[src/rtl/ternary_mac_sequencer.sv]
// Sequencer for the 2-lane ternary MAC datapath: weight bank, beat feed, result drain, byte stream out.
// Latency: out_valid rises OutLen+1 edges after the last-beat accept edge (counting that edge); backpressure via out_ready stalls OUT. Option: SEQ_RELU_EN.
module ternary_mac_sequencer #(
    parameter int InLen    = 14,
    parameter int OutLen   = 7,
    parameter int BitWidth = 8,
    parameter int Rows     = 8,
    localparam int RowW    = $clog2(Rows)
) (
    input  logic                  clk,
    input  logic                  rst_n,
    input  logic                  w_we,
    input  logic [RowW-1:0]       w_addr,
    input  logic [2*InLen-1:0]    w_data,
    output logic                  w_err,
    input  logic                  in_valid,
    output logic                  in_ready,
    input  logic [2*BitWidth-1:0] in_data,
    output logic [RowW-1:0]       mult_row,
    output logic [2*BitWidth-1:0] mult_vec,
    output logic [2*InLen-1:0]    mult_w,
    input  logic [BitWidth-1:0]   mult_vecout,
    output logic                  out_valid,
    input  logic                  out_ready,
    output logic [BitWidth-1:0]   out_data,
    output logic                  out_last,
    output logic                  busy
);

    typedef enum logic [1:0] {IDLE, ACCUM, DRAIN, OUT} state_t;

    state_t               state_q, state_d;
    logic [RowW-1:0]      cnt_q, cnt_d;
    logic                 w_err_q;
    logic [2*InLen-1:0]   bank_q [Rows];
    logic [BitWidth-1:0]  buf_q  [OutLen];
    logic                 cap_en;
    logic [BitWidth-1:0]  cap_byte;

    // One counter serves as beat index k, drain index d and output index j.
    always_comb begin
        state_d   = state_q;
        cnt_d     = cnt_q;
        in_ready  = 1'b0;
        out_valid = 1'b0;
        out_last  = 1'b0;
        mult_row  = '0;
        mult_vec  = '0;
        mult_w    = '0;
        cap_en    = 1'b0;
        case (state_q)
            IDLE, ACCUM: begin
                in_ready = 1'b1;
                mult_row = cnt_q;
                if (in_valid) begin
                    mult_vec = in_data;
                    mult_w   = bank_q[cnt_q];
                    cnt_d    = cnt_q + 1'b1;
                    state_d  = ACCUM;
                    if (cnt_q == RowW'(Rows - 1)) begin
                        state_d = DRAIN;
                        cnt_d   = '0;
                    end
                end
            end
            DRAIN: begin
                mult_row = cnt_q;
                cap_en   = 1'b1;
                cnt_d    = cnt_q + 1'b1;
                if (cnt_q == RowW'(OutLen - 1)) begin
                    state_d = OUT;
                    cnt_d   = '0;
                end
            end
            OUT: begin
                out_valid = 1'b1;
                out_last  = (cnt_q == RowW'(OutLen - 1));
                if (out_ready) begin
                    cnt_d = cnt_q + 1'b1;
                    if (out_last) begin
                        state_d = IDLE;
                        cnt_d   = '0;
                    end
                end
            end
            default: state_d = IDLE;
        endcase
    end

`ifdef SEQ_RELU_EN
    assign cap_byte = mult_vecout[BitWidth-1] ? '0 : mult_vecout;
`else
    assign cap_byte = mult_vecout;
`endif

    always_ff @(posedge clk or negedge rst_n) begin
        if (!rst_n) begin
            state_q <= IDLE;
            cnt_q   <= '0;
            w_err_q <= 1'b0;
            for (int i = 0; i < Rows; i++) bank_q[i] <= '0;
            for (int i = 0; i < OutLen; i++) buf_q[i] <= '0;
        end else begin
            state_q <= state_d;
            cnt_q   <= cnt_d;
            w_err_q <= w_we && (state_q != IDLE);
            if (w_we && (state_q == IDLE)) bank_q[w_addr] <= w_data;
            if (cap_en) buf_q[cnt_q] <= cap_byte;
        end
    end

    assign w_err    = w_err_q;
    assign busy     = (state_q != IDLE);
    assign out_data = (state_q == OUT) ? buf_q[cnt_q] : '0;

endmodule

[config.mk]
export PLATFORM = sky130hd
export DESIGN_NAME = ternary_mac_sequencer
export DESIGN_NICKNAME = d
export VERILOG_FILES = /design/src/rtl/ternary_mac_sequencer.sv
export SDC_FILE = /design/constraint.sdc
export NUM_CORES = 1
export LEC_CHECK = 0
export BUFFER_PORTS_ARGS = -buffer_cell sky130_fd_sc_hd__buf_4
export CAP_MARGIN = 20
export CORE_ASPECT_RATIO = 1.2
export CORE_MARGIN = 10
export CORE_UTILIZATION = 52
export CTS_CLUSTER_SIZE = 40
export DETAILED_ROUTE_END_ITERATION = 12
export GPL_ROUTABILITY_DRIVEN = 0
export PLACE_DENSITY = 0.73
export SYNTH_ARGS = -nofsm -noshare
export SYNTH_HDL_FRONTEND = slang
export SYNTH_SLANG_ARGS = --single-unit
[constraint.sdc]
create_clock -name clk -period 5.7 [get_ports clk]
set_input_delay 0.57 -clock clk [delete_from_list [all_inputs] [get_ports clk]]
set_output_delay 0.57 -clock clk [all_outputs]
set_load 0.01 [all_outputs]
== Word level (Yosys, flattened, before mapping) ==
Index checks and enable logic that the tools add are counted.
Widths: inputs -> output; s select.

* Register bits: 286
* Logic and storage cells: 77

* Add/sub/neg operators: 1
* Equality and inequality tests: 9
* Mux-type cells: 33
* Bitwise logic cells: 2
* Magnitude comparators: 4
* Reduce and logical (&&, ||, !) cells: 10

{| class="wikitable"
|+ Operators with widths
! cell !! number
|-
| $bwmux 224 || 1
|-
| $mux 28 || 5
|-
| $bmux 28 s3 || 1
|-
| $demux 28 s3 || 1
|-
| $bwmux 56 || 1
|-
| $mux 16 || 2
|-
| $mux 8 || 4
|-
| $bmux 8 s3 || 1
|-
| $demux 8 s3 || 1
|-
| $mux 3 || 5
|-
| $mux 2 || 5
|-
| $pmux 3 s3 || 1
|-
| $ge 4x4->1 const B || 2
|-
| $lt 4x1->1 const B || 2
|-
| $ne 2x2->1 const B || 4
|-
| $not 3->4 || 2
|-
| $eq 3x3->1 const B || 2
|-
| $pmux 2 s3 || 1
|-
| $eq 2x2->1 const B || 2
|-
| $logic_and 1x1->1 || 4
|-
| $mux 1 || 4
|-
| $reduce_and 4->1 || 1
|-
| $add 3x1->3 const B || 1
|-
| $reduce_or 3->1 || 1
|-
| other kinds (5) || 5
|}

== Logic depth before layout (Yosys ltp) ==
* Word-level depth: 6
* Gate-level depth with buffers: 9
* Mapped depth without buffers: 6

== Least setup slack after synthesis ==
Ideal clock, no wire load.

* Path type: reg2out
* Start: register cnt_q[2]
* End: output port mult_w[20]
* Data required time: 5130 ps
* Arrival time: 1740 ps
* Stages on the path, launching flop included: 9
* Path slack: 3390 ps
* Cell sequence: dfrtp_1 clkbuf_1 buf_2 buf_2 clkbuf_1 nand3_1 o21ai_0 nand2_1 a21oi_1

* Word-level cells in the longest chain between the ends: 6

{| class="wikitable"
|+ RTL lines
! item !! line !! source
|-
| start: declaration || 33 || <nowiki>logic [RowW-1:0] cnt_q, cnt_d;</nowiki>
|-
| start signal: assignment || 105 || <nowiki>cnt_q <= cnt_d;</nowiki>
|-
| $not 3->4 (implied by the code) || 57 || <nowiki>mult_w = bank_q[cnt_q];</nowiki>
|-
| $bmux 28 s3 || 57 ||
|-
| $mux 28 (implied by the code) (2 in series) || 57 ||
|-
| $mux 28 || 55 || <nowiki>if (in_valid) begin</nowiki>
|-
| $mux 28 || 51 || <nowiki>case (state_q)</nowiki>
|-
| end: declaration || 21 || <nowiki>output logic [2*InLen-1:0] mult_w,</nowiki>
|}

Every way passes these cells. The select of a mux whose other input is x is not followed.

== Worst setup path after layout ==
* Start: register cnt_q[2]
* End: output port mult_w[19]

Same word-level chain as after synthesis.

==> metrics.md <==
| Metric | Value |
|---|---|
| Result of the run | `complete, no violations` |
| Number of antenna cells inserted | `0` |
| Vias after detailed routing | `8678` |
| Hold Crit Class | `in -> async` |
| Layout fillers | `2033` |
| Clock-pin slew of the registers on the worst-case setup and hold paths | `0.07 ns` |
| Die Width | `167 microns` |
| Length of routed met3 wiring | `1.41 mm` |
| Maximum number of pins on one net before global-route repair | `155` |
| Maximum clock skew at final layout | `0.0254 ns` |
| Highest routing layer actually used | `met4` |
| Buffers plus inverters on the worst setup path | `3` |
| Minimum period implied by the final worst setup slack | `3.96 ns` |
| Total of buffers placed on input and output ports | `119` |
| Synth Cell Area | `13400 sq um` |
| Most repeated library cell on the critical path | `sky130_fd_sc_hd__buf_4` |
| Layout overhead on the synthesized area | `15.7%` |
| Antenna viol nets, final | `0` |
| Setup Crit Path Kind | `reg -> out` |
| Detailed router's first-iteration violation count | `576` |
| Fraction of final layout cells with drive strength greater than 1 | `44.6%` |
| H-tree levels | `1` |
| Portion of the clock cycle consumed by the worst path in the final layout | `69.4%` |
| Setup TNS | `0 ns` |
| Commonest cells after routing, fill and taps aside | `sky130_fd_sc_hd__dfrtp_1 (283), sky130_fd_sc_hd__mux2_2 (279), sky130_fd_sc_hd__buf_4 (134)` |
| Wire length of the first global-routing pass | `52.7 mm` |
| Most common cell after layout, fill and taps aside | `sky130_fd_sc_hd__dfrtp_1` |
| Arrival time at the worst endpoint | `3.39 ns` |
| Number of post-CTS setup repair buffers | `0` |
| Final hold slack | `0.121 ns` |
| Maximum VDD drop | `359 uV` |
| Met1 routed wirelength after detailed routing | `14.3 mm` |
| Cell taking the most area after synthesis | `sky130_fd_sc_hd__dfrtp_1` |
| Number of global-route vias before repair | `9301` |
| Boundary pin count | `120` |
| Grt total ovfl | `0` |
| Core Box Area | `25500 sq um` |
| Proportion of register bits with asynchronous set or reset after synthesis | `100%` |
| Power per cell area | `545 nW/um^2` |
| Detail-routed net length per standard cell | `22.8 microns` |
| Drt first pass iters | `5` |
| Main area contributors after synthesis | `sky130_fd_sc_hd__dfrtp_1 (53%), sky130_fd_sc_hd__mux2_2 (23%), sky130_fd_sc_hd__mux2i_1 (3.9%)` |
| Leakage power | `7.37 nW` |
| Source-to-sink clock delay at the later pin of the worst-skew pair | `0.56 ns` |
| Crit Reg-Reg Endpoint | `buf_q[22]` |
| CTS tree | `yes` |
| Worst slew margin relative to its limit | `25.7%` |
| Largest delay contributor family on the critical path | `buffers and inverters` |
| Hold Fails Final Rpt | `0` |
| Vias per cell | `5.98` |
| RSZ-0062 raised after global routing | `no` |
| Fraction of post-synthesis cell area in the top cell type by area | `53.4%` |
| Initial antenna violation count | `0` |
| Register bit count reported by yosys | `286` |
| Area after DPL | `14500 sq um` |
| Number of buffers added to fix hold violations after cts | `0` |
| GRT Overall Usage | `19.8%` |
| Crit. Startpoint | `cnt_q[2]` |
| Cell chosen for the clock root | `sky130_fd_sc_hd__clkbuf_16` |
| Height of the die | `196 microns` |
| Number of instances in the synthesized netlist | `997` |
| Part of the Yosys area used for sequential elements | `53.4%` |
| Delay contributed by the slowest stage of the critical path | `0.76 ns` |
| TritonCTS buffer count | `30` |
| Detailed-route wire length | `33.1 mm` |
| HPWL after DPL | `20.4 mm` |
| Number of maximum-capacitance violations | `0` |
| Net count after synthesis | `1061` |
| Area of the multi-input gates | `5890 sq um` |
| Final instance area | `15500 sq um` |
| Number of flops mapped to enable cells by yosys | `0` |
| Flip-flop cell with the highest count after synthesis | `sky130_fd_sc_hd__dfrtp_1` |
| Flop-to-flop setup slack | `2.90 ns` |
| Max clock buf depth | `3` |
| Net count reported at finish | `1164` |
| Required time reported for the critical path endpoint | `5.13 ns` |
| Maximum operating frequency | `253 MHz` |
| Cell chain of the critical path | `buf_4 -> nor2_1 -> buf_4 -> a22oi_1 -> a31oi_1 -> buf_4` |
| R2r worst-path depth | `4` |
| Wire length on met2 | `16.9 mm` |
| Total count of max-transition violations in the final report | `0` |
| Floorplan die area | `32600 sq um` |
| Largest fanout on the critical path | `49` |
| Core occupancy in the finished layout | `60.9%` |
| Category of the worst setup path capture point | `output port` |
| Launching element type of the critical path | `register` |
| Reg-to-reg critical path startpoint | `cnt_q[1]` |
| Final worst setup slack | `1.74 ns` |
| Syn. warnings | `0` |
| Post-Syn Area per Cell | `13.4 sq um` |
| Slowest cell on crit path | `sky130_fd_sc_hd__dfrtp_4` |
| Final Setup Violations | `0` |
| Post-detailed-route DRC marker count | `0` |
| Post-cts gate resize count | `0` |
| Storage element area | `7160 sq um` |
| Number of placement rows | `64` |
| Initial core utilization | `52.6%` |
| Pre-CTS worst setup slack | `2.42 ns` |
| Actual slew at the worst max-slew pin | `1.11 ns` |
| Synth cell types | `46` |
| Clk sinks | `286` |
## layout make-up
type	instances	share of cell area (%)
timing repair buffer	136	6.71
inverter	5	0.121
tap	330	2.66
clock buffer	47	5.97
multi-input combinational	641	38.0
clock inverter	6	0.411
sequential	286	46.2
## power by group
part / total [W] / switching [W] / internal [W]
Clock: 0.00194 / 0.000786 / 0.00115
Sequential: 0.00363 / 0.000618 / 0.00301
Combinational: 0.00288 / 0.00134 / 0.00154
## sequential cells by signal, summed over array words and instances (netlist names)
register / flops
bank_q: 224
buf_q: 56
cnt_q: 3
state_q: 2
w_err: 1
## worst max-delay path by stage
stage                 endpoint  slack [ns]  cells past startpoint
floorplan           mult_w[20]        3.39                      8
global placement    mult_w[19]        2.41                      6
detailed placement  mult_w[19]        2.42                      6
CTS                 mult_w[19]        1.82                      6
global route        mult_w[19]        1.62                      6
finish              mult_w[19]        1.74                      6
## through the flow
| stage | instances | total power (W) |
|---|---|---|
| final | 1451 | 0.00845 |
| after global routing | 1451 | 0.00894 |
| after CTS | 1451 | 0.00849 |
| after detailed placement | 1398 | 0.00653 |
| after global placement | 1398 | 0.00641 |
| after floorplan | 997 | 0.00557 |
## layer usage
metal / vias to the layer above / global-route usage [%]
li1: 3861 / -
met1: 4591 / 25.5
met2: 185 / 34.3
met3: 41 / 3.16
met4: 0 / 4.33
met5: - / 0
## synthesized netlist by cell type (11+ instances only)
library cell and number:
sky130_fd_sc_hd__mux2i_1 52, sky130_fd_sc_hd__buf_2 13, sky130_fd_sc_hd__a21oi_1 19, sky130_fd_sc_hd__buf_4 13, sky130_fd_sc_hd__and2_1 20, sky130_fd_sc_hd__nor2_1 46
sky130_fd_sc_hd__mux2_4 20, sky130_fd_sc_hd__o31a_1 12, sky130_fd_sc_hd__mux2_2 279, sky130_fd_sc_hd__a22oi_1 47, sky130_fd_sc_hd__clkbuf_1 30, sky130_fd_sc_hd__nand2_1 31
sky130_fd_sc_hd__nor2b_1 11, sky130_fd_sc_hd__o22ai_1 20, sky130_fd_sc_hd__dfrtp_1 286
## cells by family after synthesis
logic type / after synthesis / share of synthesized area, %
fa+ha+maj: 4 / 0.373
mux: 359 / 30.6
compound gates: 145 / 7.79
simple gates: 133 / 5.01
flops: 286 / 53.4
buf+inv: 70 / 2.86
Note: power is estimated with default switching activity, not from simulation.
